File: config.mk
export PLATFORM = sky130hd
export DESIGN_NAME = fc_weight_loader
export DESIGN_NICKNAME = d
export VERILOG_FILES = /design/src/rtl/fc_pkg.sv /design/src/rtl/fc_weight_loader_wrap_counter.sv /design/src/rtl/fc_weight_loader.sv
export SDC_FILE = /design/constraint.sdc
export NUM_CORES = 1
export LEC_CHECK = 0
export CAP_MARGIN = 20
export CORE_MARGIN = 4
export CORE_UTILIZATION = 61
export CTS_CLUSTER_DIAMETER = 50
export DETAILED_ROUTE_END_ITERATION = 10
export DONT_BUFFER_PORTS = 1
export GPL_ROUTABILITY_DRIVEN = 0
export MAX_ROUTING_LAYER = met4
export PLACE_DENSITY = 0.81
export SETUP_SLACK_MARGIN = 0.1
export SLEW_MARGIN = 40
export SYNTH_ARGS = -nofsm -noshare
export SYNTH_HDL_FRONTEND = slang
export SYNTH_SLANG_ARGS = --single-unit
File: constraint.sdc
create_clock -name i_sclk -period 2.1 [get_ports i_sclk]
set_clock_uncertainty 0.1 [all_clocks]
set_input_delay 0.315 -clock i_sclk [delete_from_list [all_inputs] [get_ports i_sclk]]
set_output_delay 0.315 -clock i_sclk [all_outputs]
set_load 0.1 [all_outputs]
File: src/rtl/fc_pkg.sv
// Shared types and width helpers for the FC-layer weight loader.
package fc_pkg;

  typedef enum logic [1:0] {
    StIdle = 2'd0,
    StLoad = 2'd1,
    StDone = 2'd2
  } fc_state_e;

  // $clog2 with a floor of 1 so a single-entry range still has a real bit.
  function automatic int unsigned clog2_min1(input int unsigned val);
    return (val <= 1) ? 1 : $clog2(val);
  endfunction

endpackage

File: src/rtl/fc_weight_loader_wrap_counter.sv
// Up-counter from RESET_VAL to MAX that wraps back to RESET_VAL; clear has priority.
module wrap_counter #(
  parameter int unsigned WIDTH     = 1,
  parameter int unsigned MAX       = 1,
  parameter int unsigned RESET_VAL = 0
) (
  input  logic             clk,
  input  logic             rst_n,
  input  logic             clr,
  input  logic             inc,
  output logic [WIDTH-1:0] count,
  output logic             at_max
);

  localparam logic [WIDTH-1:0] MaxVal   = WIDTH'(MAX);
  localparam logic [WIDTH-1:0] ResetVal = WIDTH'(RESET_VAL);

  logic [WIDTH-1:0] count_q, count_d;

  // Wrap flag is a pure decode of the current count.
  always_comb begin
    at_max = (count_q == MaxVal);
  end

  // Next count: clear, wrap at MAX, or increment.
  always_comb begin
    count_d = count_q;
    if (clr) begin
      count_d = ResetVal;
    end else if (inc) begin
      count_d = at_max ? ResetVal : count_q + WIDTH'(1);
    end
  end

  // Count register.
  always_ff @(posedge clk or negedge rst_n) begin
    if (!rst_n) begin
      count_q <= ResetVal;
    end else begin
      count_q <= count_d;
    end
  end

  assign count = count_q;

endmodule

File: src/rtl/fc_weight_loader.sv
// FC weight loader: frames a NUM x NW weight stream into per-neuron RAM writes.
module fc_weight_loader
  import fc_pkg::*;
#(
  parameter int unsigned WD    = 8,
  parameter int unsigned NW    = 256,
  parameter int unsigned NUM   = 120,
  parameter int unsigned LANES = 1,
  localparam int unsigned DEPTH = NW / LANES,
  localparam int unsigned AW    = clog2_min1(DEPTH),
  localparam int unsigned NUMW  = clog2_min1(NUM + 1)
) (
  input  logic                  i_sclk,
  input  logic                  i_rstn,
  input  logic                  i_start,
  input  logic [WD*LANES-1:0]   i_weight_data,
  input  logic                  i_weight_valid,
  output logic                  o_weight_ready,
  output logic                  o_w_en,
  output logic [NUMW-1:0]       o_w_num,
  output logic [AW-1:0]         o_w_addr,
  output logic [WD*LANES-1:0]   o_weight,
  output logic                  o_row_last,
  output logic                  o_done,
  output logic                  o_busy,
  output logic                  o_err_overrun
);

  if (NW % LANES != 0) begin : g_bad_lanes
    $error("fc_weight_loader: NW must be a multiple of LANES");
  end
  if (NUM < 1) begin : g_bad_num
    $error("fc_weight_loader: NUM must be at least 1");
  end

  fc_state_e state_q, state_d;

  logic            ready;
  logic            accept;
  logic            cnt_clr;
  logic            err_clr;
  logic            err_set;
  logic [AW-1:0]   addr;
  logic [NUMW-1:0] num;
  logic            addr_last;
  logic            num_last;

  logic                err_q;
  logic                w_en_q;
  logic                row_last_q;
  logic [AW-1:0]       w_addr_q;
  logic [NUMW-1:0]     w_num_q;
  logic [WD*LANES-1:0] weight_q;

  assign ready  = (state_q == StLoad);
  // A restart in LOAD drops whatever beat is presented alongside it.
  assign accept = i_weight_valid & ready & ~i_start;

  // Next-state, counter clear and overrun flag control.
  always_comb begin
    state_d = state_q;
    cnt_clr = 1'b0;
    err_clr = 1'b0;
    err_set = 1'b0;
    unique case (state_q)
      StIdle: begin
        if (i_start) begin
          state_d = StLoad;
          cnt_clr = 1'b1;
          err_clr = 1'b1;
        end else if (i_weight_valid) begin
          err_set = 1'b1;
        end
      end
      StLoad: begin
        if (i_start) begin
          cnt_clr = 1'b1;
          err_clr = 1'b1;
        end else if (accept && addr_last && num_last) begin
          state_d = StDone;
        end
      end
      StDone: begin
        state_d = StIdle;
        if (i_weight_valid) begin
          err_set = 1'b1;
        end
      end
      default: state_d = StIdle;
    endcase
  end

  // FSM state and sticky overrun flag.
  always_ff @(posedge i_sclk or negedge i_rstn) begin
    if (!i_rstn) begin
      state_q <= StIdle;
      err_q   <= 1'b0;
    end else begin
      state_q <= state_d;
      if (err_clr) begin
        err_q <= 1'b0;
      end else if (err_set) begin
        err_q <= 1'b1;
      end
    end
  end

  wrap_counter #(
    .WIDTH     (AW),
    .MAX       (DEPTH - 1),
    .RESET_VAL (0)
  ) u_addr_cnt (
    .clk    (i_sclk),
    .rst_n  (i_rstn),
    .clr    (cnt_clr),
    .inc    (accept),
    .count  (addr),
    .at_max (addr_last)
  );

  // Neuron index is 1-based and only advances at the end of a row.
  wrap_counter #(
    .WIDTH     (NUMW),
    .MAX       (NUM),
    .RESET_VAL (1)
  ) u_num_cnt (
    .clk    (i_sclk),
    .rst_n  (i_rstn),
    .clr    (cnt_clr),
    .inc    (accept & addr_last),
    .count  (num),
    .at_max (num_last)
  );

  // Registered RAM write port; data/address hold between writes.
  always_ff @(posedge i_sclk or negedge i_rstn) begin
    if (!i_rstn) begin
      w_en_q     <= 1'b0;
      row_last_q <= 1'b0;
      w_addr_q   <= '0;
      w_num_q    <= NUMW'(1);
      weight_q   <= '0;
    end else begin
      w_en_q     <= accept;
      row_last_q <= accept & addr_last;
      if (accept) begin
        w_addr_q <= addr;
        w_num_q  <= num;
        weight_q <= i_weight_data;
      end
    end
  end

  assign o_weight_ready = ready;
  assign o_busy         = ready;
  assign o_done         = (state_q == StDone);
  assign o_err_overrun  = err_q;
  assign o_w_en         = w_en_q;
  assign o_row_last     = row_last_q;
  assign o_w_addr       = w_addr_q;
  assign o_w_num        = w_num_q;
  assign o_weight       = weight_q;

endmodule

# ---- Word-level counts from Yosys, hierarchy flattened
# Cells that the tools add are included.
dict set report word_totals {
  output_inout_bits 29
  wordCells 47
  inputBits 12
  reg_bits 43
}
dict set report op_classes {
  addsub 2
  muxes 17
  reduce_logical 8
  bitwise 4
  n_eq_ne 7
}
# op n
set op_table {}
lappend op_table {{$mux 8} 3}
lappend op_table {{$mux 7} 3}
lappend op_table {{$add 8x1->8 const B} 1}
lappend op_table {{$eq 8x8->1 const B} 1}
lappend op_table {{$add 7x1->7 const B} 1}
lappend op_table {{$eq 7x7->1 const B} 1}
lappend op_table {{$mux 1} 6}
lappend op_table {{$mux 2} 3}
lappend op_table {{$reduce_bool 2->1} 3}
lappend op_table {{$ne 2x2->1 const B} 2}
lappend op_table {{$pmux 2 s2} 1}
lappend op_table {{$and 1x1->1} 3}
lappend op_table {{$reduce_and 3->1} 1}
lappend op_table {{$eq 2x1->1 const B} 1}
lappend op_table {{$eq 2x2->1 const B} 1}
lappend op_table {{$logic_and 1x1->1} 2}
lappend op_table {{$logic_not 2->1} 1}
lappend op_table {{$ne 2x1->1 const B} 1}
lappend op_table {{$pmux 1 s2} 1}
lappend op_table {{$reduce_or 2->1} 1}
lappend op_table {{$not 1->1} 1}

# ---- Longest topological paths before layout
# Gate-level depths: netlist of run 1.
dict set report logic_depth {
  depth_word 8
  mapped_depth 6
  ltp_nobuf 5
}

# ---- By module
# Synthesis of run 1 repeated with hierarchy kept, for this count alone.
dict set report hier_totals {
  hier_cells 157
  area_unflattened_um2 2025.7
}
# mod area_each_um2 seq_area_each_um2 instances cells_per_inst
set modules_own_cells {}
lappend modules_own_cells {fc_weight_loader 1158.6 701.9 1 67}
lappend modules_own_cells {{wrap_counter (u_addr_cnt)} 434.2 200.2 1 46}
lappend modules_own_cells {{wrap_counter (u_num_cnt)} 432.9 176.4 1 44}

# ---- Worst setup path before layout of run 1
# Ideal clock, no wire load.
dict set report synth_timing {
  path_kind {flip-flop to output port}
  start {reg state_q[0]}
  end {out o_weight_ready}
  stages_incl_launch_ff 4
  path_slack_ps -557
  arrival_time_ps 2242
  required_time_ps 1685
  n_path_buf 1
  path_cell_list {dfrtp_1 -> inv_1 -> nor2_1 -> buf_4}
}
dict set report synth_between {
  elab_chain_cells 1
}
# item line
set synth_lines {}
lappend synth_lines {{from (decl)} fc_weight_loader.sv:36} ;# fc_state_e state_q, state_d;
lappend synth_lines {{from (signal assigned)} fc_weight_loader.sv:96} ;# state_q <= StIdle;
lappend synth_lines {{from (signal assigned)} fc_weight_loader.sv:99} ;# state_q <= state_d;
lappend synth_lines {{$eq 2x1->1} fc_weight_loader.sv:55} ;# assign ready = (state_q == StLoad);
lappend synth_lines {{to (decl)} fc_weight_loader.sv:18} ;# output logic o_weight_ready,
# Every way passes these cells.

# ---- Worst setup path in the final report of run 1
dict set report layout_timing {
  start {reg u_addr_cnt.count_q[1], in the netlist u_addr_cnt.count[1]}
  end {reg u_num_cnt.count_q[5], in the netlist u_num_cnt.count[5]}
}
dict set report layout_between {
  elab_chain_cells 3
}
# item line
set layout_lines {}
lappend layout_lines {{from (decl)} fc_weight_loader_wrap_counter.sv:18} ;# logic [WIDTH-1:0] count_q, count_d;
lappend layout_lines {{from (signal assigned)} fc_weight_loader_wrap_counter.sv:38} ;# count_q <= ResetVal;
lappend layout_lines {{from (signal assigned)} fc_weight_loader_wrap_counter.sv:40} ;# count_q <= count_d;
lappend layout_lines {{$eq 8x8->1} fc_weight_loader_wrap_counter.sv:22} ;# at_max = (count_q == MaxVal);
lappend layout_lines {{$and 1x1->1} fc_weight_loader.sv:130} ;# .inc (accept & addr_last),
lappend layout_lines {{$reduce_bool 2->1 (no line)} --}
lappend layout_lines {{to (signal assigned)} fc_weight_loader_wrap_counter.sv:38}
lappend layout_lines {{to (signal assigned)} fc_weight_loader_wrap_counter.sv:40}
lappend layout_lines {{to (decl)} fc_weight_loader_wrap_counter.sv:18}
# Every way passes these cells.
# A chain may end at the register's enable or synchronous reset.

==> results of run 1 <==
==> worst max-delay path, cell delays in order, from the launching register on <==
cell and delay, ps:
dfrtp_1 420, ha_1 210, nand3_2 140, nor4_4 380, buf_6 180, o21ai_0 100
a32o_1 270
==> through the flow <==
stage	cell area [um2]	setup WS, ps	hold WS (ps)	utilization [%]
global placement	1990	290	-79.6	69.9
finish	2270	183	35.3	79.5
global route	2270	62.6	39.0	79.5
floorplan	1900	299	-80.6	-
detailed placement	1990	166	-79.7	69.9
CTS	2170	138	4.85	75.9
==> cell usage in the layout (no fill, tap or decap), types with 2 or more instances in the layout <==
| cell | count |
|---|---|
| a21oi_1 | 2 |
| a31oi_1 | 2 |
| a32o_1 | 4 |
| and3_1 | 4 |
| buf_12 | 3 |
| buf_4 | 11 |
| clkbuf_4 | 5 |
| clkinvlp_4 | 2 |
| dfrtp_1 | 21 |
| dfrtp_2 | 20 |
| dfstp_2 | 2 |
| dlygate4sd3_1 | 10 |
| ha_1 | 3 |
| inv_1 | 5 |
| mux2_2 | 23 |
| nand2_1 | 3 |
| nand3_1 | 5 |
| nand4_1 | 2 |
| nor2_1 | 9 |
| nor3_1 | 7 |
| nor3b_1 | 2 |
| nor4_1 | 2 |
| o21ai_0 | 7 |
| xnor2_1 | 5 |
==> registers in the layout, indices dropped and copies added (netlist names) <==
name	count
o_w_addr	8
o_weight	8
u_addr_cnt.count	8
o_w_num	7
u_num_cnt.count	7
state_q	2
o_err_overrun	1
o_row_last	1
o_w_en	1
==> timing repair <==
item,CTS,global route
gates resized for setup,0,2
endpoints found under the setup margin,0,6
hold buffers,10,1
endpoints found under the hold margin,51,1
setup buffers,0,4
==> area by class of cell <==
| class | count | area (um2) |
|---|---|---|
| flip-flops and latches | 43 | 1100 |
| multi-input cells | 95 | 763 |
| fillers | 157 | 584 |
| repair buffers | 27 | 283 |
| well taps | 31 | 38.8 |
| clock buffers | 5 | 37.5 |
| clock inverters | 3 | 23.8 |
| inverters | 5 | 18.8 |
==> cell usage after synthesis, drive strengths merged, types with 2 or more instances <==
master and number:
nor3 7, o21ai 7, nand3 6, nor2 10, nand2 3, a21oi 2
a31oi 2, dfstp 2, nand4 2, nor4 3, dfrtp 41, and3 4
xnor2 5, ha 3, a32o 4, mux2 23, buf 5, nor3b 2
inv 5
==> cell families (layout without fill, tap and decap cells) <==
group	Yosys count	in the layout	share of synthesized area, %
AOI/OAI and AO/OA	16	16	5.63
adders and majority gates	3	3	1.99
xor gates and xnor gates	6	6	2.78
buffers and inverters	11	40	3.24
and+or+nand+nor	46	46	15.1
DFF	43	43	57.0
muxes	24	24	14.2
==> path summary, 6_finish.rpt <==
path                                     start                 end  slack [ps]  depth (start not counted)
min in group asynchronous               i_rstn         o_w_addr[7]         300                          2
hold / removal                  i_weight_valid       o_err_overrun          40                          2
hold reg to reg             u_num_cnt.count[0]  u_num_cnt.count[0]         480                          2
setup reg to reg           u_addr_cnt.count[1]  u_num_cnt.count[5]         180                          6
setup / recovery           u_addr_cnt.count[1]  u_num_cnt.count[5]         180                          6
max in group asynchronous               i_rstn  u_num_cnt.count[0]        1340                          2
==> layer usage <==
layer | track usage (%) | wire (um) | vias to the layer above
met5 | - | 0 | -
met4 | 6.47 | 59 | 0
met3 | 7.99 | 280 | 7
met2 | 31.2 | 1840 | 54
met1 | 26.0 | 1600 | 635
li1 | - | - | 590
==> power by group through the flow <==
stage | clock network, uW | registers, uW | logic, uW
floorplan | 0 | 1130 | 62.5
global placement | 0 | 1130 | 80.9
detailed placement | 0 | 1130 | 85.1
CTS | 420 | 1120 | 118
global route | 475 | 1110 | 178
finish | 411 | 1100 | 165
==> results.toml, run 1 <==
[power_and_ir_drop]
net_sw_power_uw = 601
power.internal_uw = 1080
vdd_ir_drop_max_mv = 0.587
sequentialPowerShare_pct = 65.7
report.power.total_uw = 1680
switching_share_pct = 35.8
share_clk_of_total_power_pct = 24.5
power.leakage_uw = 0.000999
power.combinational.fraction_pct = 9.8
power-per-cell-area_nw_per_um2 = 740

[finish]
fin_cells = 209
area_delta_synth_final_pct = 20.0
num-nets-final = 192
post_route_cells_drive_above_1_share_pct = 41.6
antenna_cells = 0

[sta]
finalSetupViolCount = 0
timing.final.crit_period_ps = 1920
hold_viol_final = 0
period_share_pct = 91.3
grt_setup_unrepaired = "no"
max-slew-margin-rel_pct = 40.7
tightest_slew_ps = 890
final.setup.tns_ps = 0
fmax_mhz = 522
slew_viol_final = 0

[synth]
synth_nets = 164
share_of_the_synthesized_area_in_the_top_cell_type_pct = 54.3
synth_area_per_cell_um2 = 12.7
yosysSeqAreaShare_pct = 57.0
syn_inst = 149
synth_flop_cell = "dfrtp_1"
ys_warn_count = 0
synth.cell_area_um2 = 1890
synth_cell_types = 35
synth_area_leader_cell = "dfrtp_1"
ys_ff_latch = 43
number_of_enable_flip_flop_cells_after_synthesis = 0
postSynth.asyncResetShare_pct = 100
synth.area.top_cells = "dfrtp_1 54%, mux2_2 14%, dfstp_2 2.8%, xnor2_1 2.3%, a32o_1 2.1%"

[placed_design]
dp.cells = 184
portBuffers = 0
dpl.hpwl_mm = 2.40

[die]
placementRows = 19
io_pins = 41
floorplan.initialDensity_pct = 66.3
die_ar_um2 = 4050
die_span_in_y_um = 63.7
floorplan.die.width_um = 63.7
core-area_um2 = 2850

[worst_hold_path]
worst_hold_path_type = "primary input to flip-flop"

[clock_tree]
tritoncts_num_sinks = 43
cts_buffer_depth = 2
clk_root_buffer_cell = "clkbuf_4"
clkTransAtPathRegs_ps = 130
worst_skew_pair.late_latency_ps = 360
tritoncts = "done"
total_clock_buffers_created_by_cts = 5
htree_levels = 2

[critical_path]
critPathKind = "flip-flop to flip-flop"
timing.critical_path.required_ps = 2260
crit_path_start_kind = "flip-flop"
endpoint_kind = "flip-flop"
critPathArrivalTime_ps = 2070
path_max_fanout = 10

[job]
maxCapViolations = 0

[grt]
first_pass_grt_wire_length_mm = 6.26
antenna_found_initial = 0
grtUsageTotal_pct = 20.7
vias_in_the_first_global_route = 1277
grt_max_degree = 44
globalRoute.totalOverflow = 0

[route]
drt-initial-drc-count = 54
final_antenna_net_count = 0
drt-pass1-iter-count = 4
detail_route.wl_per_cell_um = 18.1
drt-vias-per-instance = 6.15
finalWirelength_mm = 3.78
vias = 1286
drc = 0

[status]
outcome = "finished, final reports clean"
(Power assumes the default switching activity.)
==> run 2, diff against run 1 <==
--- a/config.mk
+++ b/config.mk
@@ -6,6 +6,7 @@
 export NUM_CORES = 1
 export LEC_CHECK = 0
 export CAP_MARGIN = 20
+export CORE_ASPECT_RATIO = 0.6
 export CORE_MARGIN = 4
 export CORE_UTILIZATION = 61
 export CTS_CLUSTER_DIAMETER = 50
==> results.toml, run 2 (synthesis gave the netlist of run 1 again) <==
[route]
drt-initial-drc-count = 159
detail_route.wl_per_cell_um = 19.5
drc = 0
drt-pass1-iter-count = 4
finalWirelength_mm = 4.04
drt-vias-per-instance = 6.16
final_antenna_net_count = 0
vias = 1275

[critical_path]
crit_path_start_kind = "flip-flop"
worstSetupStartpoint = "u_addr_cnt.count[0]"
endpoint_kind = "flip-flop"
critPathKind = "flip-flop to flip-flop"
critPathArrivalTime_ps = 2030
cp_slowest_cell = "nor4_4"
buffering_stage_count_on_the_worst_path_with_inverters_included = 0
max_stage_delay_ps = 430
path_max_fanout = 5
timing.critical_path.cells = "ha_1, nand3_2, nor4_4, o21ai_0, a32o_1"
cp_top_family = "simple AND/OR/NAND/NOR gates"
timing.critical_path.required_ps = 2190
worstReg2RegStart = "u_addr_cnt.count[0]"

[grt]
vias_in_the_first_global_route = 1238
met3_track_demand_over_resource_pct = 9.15
grt_max_degree = 44
globalRoute.totalOverflow = 0
met1_usage_pct = 25.8
antenna_found_initial = 0
grt.busiest_layer = "met2"
gr-usage-met2_pct = 29.8
first_pass_grt_wire_length_mm = 5.96
grtUsageTotal_pct = 20.4

[die]
die_ar_um2 = 4080
floorplan.die.width_um = 79.9
placementRows = 15
core-area_um2 = 2910
floorplan.initialDensity_pct = 65.0
die_span_in_y_um = 51.1
io_pins = 41

[sta]
tightest_slew_ps = 511
grt_setup_unrepaired = "no"
period_share_pct = 92.7
max-slew-margin-rel_pct = 65.9
finalSetupViolCount = 0
final.setup.tns_ps = 0
fmax_mhz = 513
slew_viol_final = 0
hold_viol_final = 0
timing.final.crit_period_ps = 1950

[worst_hold_path]
worst_hold_path_type = "primary input to flip-flop"
launch_point_of_the_worst_hold_path = "i_weight_data[6]"

[placed_design]
dpl.hpwl_mm = 2.56
portBuffers = 0

[finish]
post_route_cells_drive_above_1_share_pct = 44.2
commonest_non_fill_non_tap_cell_in_the_layout = "mux2_2"
antenna_cells = 0
area_delta_synth_final_pct = 16.6
num-nets-final = 179
layout_common_cells = "23 x mux2_2, 22 x dfrtp_2, 19 x dfrtp_1"
post-route-util_pct = 75.8

[clock_tree]
htree_levels = 2
clk_root_buffer_cell = "clkbuf_8"
tritoncts_num_sinks = 43
tritoncts = "done"
total_clock_buffers_created_by_cts = 5
clkTransAtPathRegs_ps = 80
worst_skew_pair.late_latency_ps = 300
cts_buffer_depth = 2

[power_and_ir_drop]
report.power.total_uw = 1800
power-per-cell-area_nw_per_um2 = 815
power.leakage_uw = 0.000958
vdd_ir_drop_max_mv = 0.585

[job]
maxCapViolations = 0

[status]
outcome = "finished, final reports clean"
-- run 2: stage by stage --
step | hold WS [ps] | instances | area [um2] | setup slack (ps)
floorplan | -80.6 | 149 | 1900 | 299
CTS | 47.1 | 203 | 2130 | 118
detailed placement | -79.8 | 193 | 2000 | 127
finish | 60.1 | 207 | 2200 | 152
global placement | -79.8 | 193 | 1990 | 260
global route | 50.8 | 207 | 2200 | 72.9
-- run 2: routing by layer --
metal  wire length, um  up-vias
met4                68        0
met2              1910       70
met3               387       10
li1                  -      571
met5                 0        -
met1              1680      624
-- run 2: timing repair --
action / CTS / global route
gates resized for setup: 0 / 3
setup endpoints to repair: 0 / 8
buffers inserted: 0 / 3
endpoints found under the hold margin: 43 / 0
hold buffers: 2 / 0
-- run 2: area by class of cell --
class | count | area [um2]
sequential | 43 | 1110
multi-input combinational | 96 | 790
fill | 186 | 704
timing repair buffer | 13 | 138
clock buffer | 8 | 100
tap | 42 | 52.6
inverter | 5 | 18.8
-- run 2: final timing paths --
check                      cells after the start  slack, ps                 end
setup reg to reg                               5        150  u_num_cnt.count[5]
min in group asynchronous                      2        390         o_weight[2]
max in group asynchronous                      2       1240          o_w_num[0]
hold / removal                                 1         60         o_weight[6]
hold reg to reg                                1        500         o_w_addr[1]
setup / recovery                               5        150  u_num_cnt.count[5]
-- run 2: worst reg2reg max path: cells and delay by family, from the launching register on --
| kind | cells | cell delay, ps |
|---|---|---|
| adder cells (fa/ha/maj) | 1 | 210 |
| AND/OR/NAND/NOR | 2 | 620 |
| flip-flops | 1 | 420 |
| AO/OA/AOI/OAI | 2 | 490 |
-- run 2: power by group --
part,switching [uW],internal (uW),leakage [uW]
Clock,263,300,0.0000515
Sequential,258,866,0.000536
Combinational,58.1,51.1,0.000370
==> run 3, diff against run 2 <==
--- a/config.mk
+++ b/config.mk
@@ -7,7 +7,7 @@
 export LEC_CHECK = 0
 export CAP_MARGIN = 20
 export CORE_ASPECT_RATIO = 0.6
-export CORE_MARGIN = 4
+export CORE_MARGIN = 2
 export CORE_UTILIZATION = 61
 export CTS_CLUSTER_DIAMETER = 50
 export DETAILED_ROUTE_END_ITERATION = 10
==> results.toml, run 3 (synthesis gave the netlist of run 1 again) <==
[status]
outcome = "finished, final reports clean"

[grt]
globalRoute.totalOverflow = 0
gr-usage-met2_pct = 34.7
antenna_found_initial = 0
met1_usage_pct = 30.3
grt_max_degree = 44
grtUsageTotal_pct = 23.4
met3_track_demand_over_resource_pct = 7.30
vias_in_the_first_global_route = 1246
first_pass_grt_wire_length_mm = 5.75
grt.busiest_layer = "met2"

[critical_path]
reg2reg_depth = 6
buffering_stage_count_on_the_worst_path_with_inverters_included = 1
timing.critical_path.required_ps = 2180
crit_path_start_kind = "flip-flop"
endpoint_kind = "flip-flop"
critPathKind = "flip-flop to flip-flop"
timing.critical_path.cells = "ha_1, nand3_2, nor4_4, buf_4, o21ai_0, a32o_1"
r2r_slack_ps = 220
cp.depth = 6
max_stage_delay_ps = 420
critPathArrivalTime_ps = 1950
path_max_fanout = 4
cp_top_family = "simple AND/OR/NAND/NOR gates"
cp_slowest_cell = "dfrtp_1"

[clock_tree]
total_clock_buffers_created_by_cts = 5
cts_buffer_depth = 2
tritoncts_num_sinks = 43
clkTransAtPathRegs_ps = 70
htree_levels = 2
clk_root_buffer_cell = "clkbuf_8"
tritoncts = "done"
worst_skew_pair.late_latency_ps = 290

[die]
io_pins = 41
die_span_in_y_um = 47.1
floorplan.die.width_um = 75.9
die_ar_um2 = 3580
floorplan.initialDensity_pct = 65.0
placementRows = 15
core-area_um2 = 2910

[placed_design]
dp.cells = 198
portBuffers = 0
dpl.hpwl_mm = 2.72

[power_and_ir_drop]
power-per-cell-area_nw_per_um2 = 794
power.leakage_uw = 0.000958
vdd_ir_drop_max_mv = 0.473

[worst_hold_path]
worst_hold_path_type = "primary input to flip-flop"
hold_path_depth = 1

[sta]
fmax_mhz = 533
tightest_slew_ps = 883
timing.final.crit_period_ps = 1880
hold_viol_final = 0
grt_setup_unrepaired = "no"
max-slew-margin-rel_pct = 41.1
finalSetupViolCount = 0
slew_viol_final = 0
period_share_pct = 89.4
final.setup.tns_ps = 0

[route]
detail_route.wl_per_cell_um = 18.0
drt-vias-per-instance = 6.06
drt-initial-drc-count = 80
finalWirelength_mm = 3.77
final_antenna_net_count = 0
drc = 0
vias = 1273
drt-pass1-iter-count = 4

[finish]
commonest_non_fill_non_tap_cell_in_the_layout = "mux2_2"
num-nets-final = 182
layout_common_cells = "23 x mux2_2, 21 x dfrtp_2, 20 x dfrtp_1"
fin_cells = 210
area_delta_synth_final_pct = 15.3
antenna_cells = 0
fillers = 186
ff_latch_area_um2 = 1100
post_route_cells_drive_above_1_share_pct = 42.9
multiInputGateArea_um2 = 763

[job]
maxCapViolations = 0
[run 3: layout make-up]
class,instances,share of cell area (%)
clock buffer,7,3.50
clock inverter,1,0.230
inverter,5,0.861
multi-input combinational,95,35.0
sequential,43,50.7
tap,42,2.41
timing repair buffer,17,7.29
[run 3: repair_timing]
action                                  in CTS  in global routing
resized for setup                            0                  2
hold endpoints to repair                    43                  0
endpoints found under the setup margin       0                  6
hold buffers                                 2                  0
buffers inserted                             0                  2
[run 3: metal layers]
layer | vias up | share of wire, %
met5 | - | 0
met4 | 0 | 1.9
met3 | 9 | 6.3
met2 | 48 | 47
met1 | 647 | 45
li1 | 569 | -
[run 3: path summary, 6_finish.rpt]
check	from	endpoint
min in group asynchronous	i_rstn	o_w_num[3]
max in group asynchronous	i_rstn	o_w_num[0]
worst max-delay path	u_addr_cnt.count[1]	u_num_cnt.count[5]
worst min-delay path	i_weight_data[4]	o_weight[4]
worst min register to register	o_err_overrun	o_err_overrun
worst max register to register	u_addr_cnt.count[1]	u_num_cnt.count[5]
[run 3: power breakdown]
group	internal, uW	switching, uW	leakage (uW)
clock network	233	253	0.0000422
registers	866	246	0.000538
logic	60.0	72.9	0.000378
[run 3: metrics by stage]
stage / util (%) / area [um2] / total power [uW] / setup slack (ps) / hold WS [ps]
2_1_floorplan: - / 1900 / 1200 / 299 / -80.6
3_3_place_gp: 68.4 / 1990 / 1210 / 315 / -79.9
3_5_place_dp: 69.5 / 2020 / 1230 / 162 / -79.8
4_1_cts: 73.4 / 2130 / 1730 / 149 / 70.1
5_1_grt: 74.9 / 2180 / 1790 / 87.1 / 61.7
6_report: 74.9 / 2180 / 1730 / 223 / 73.8
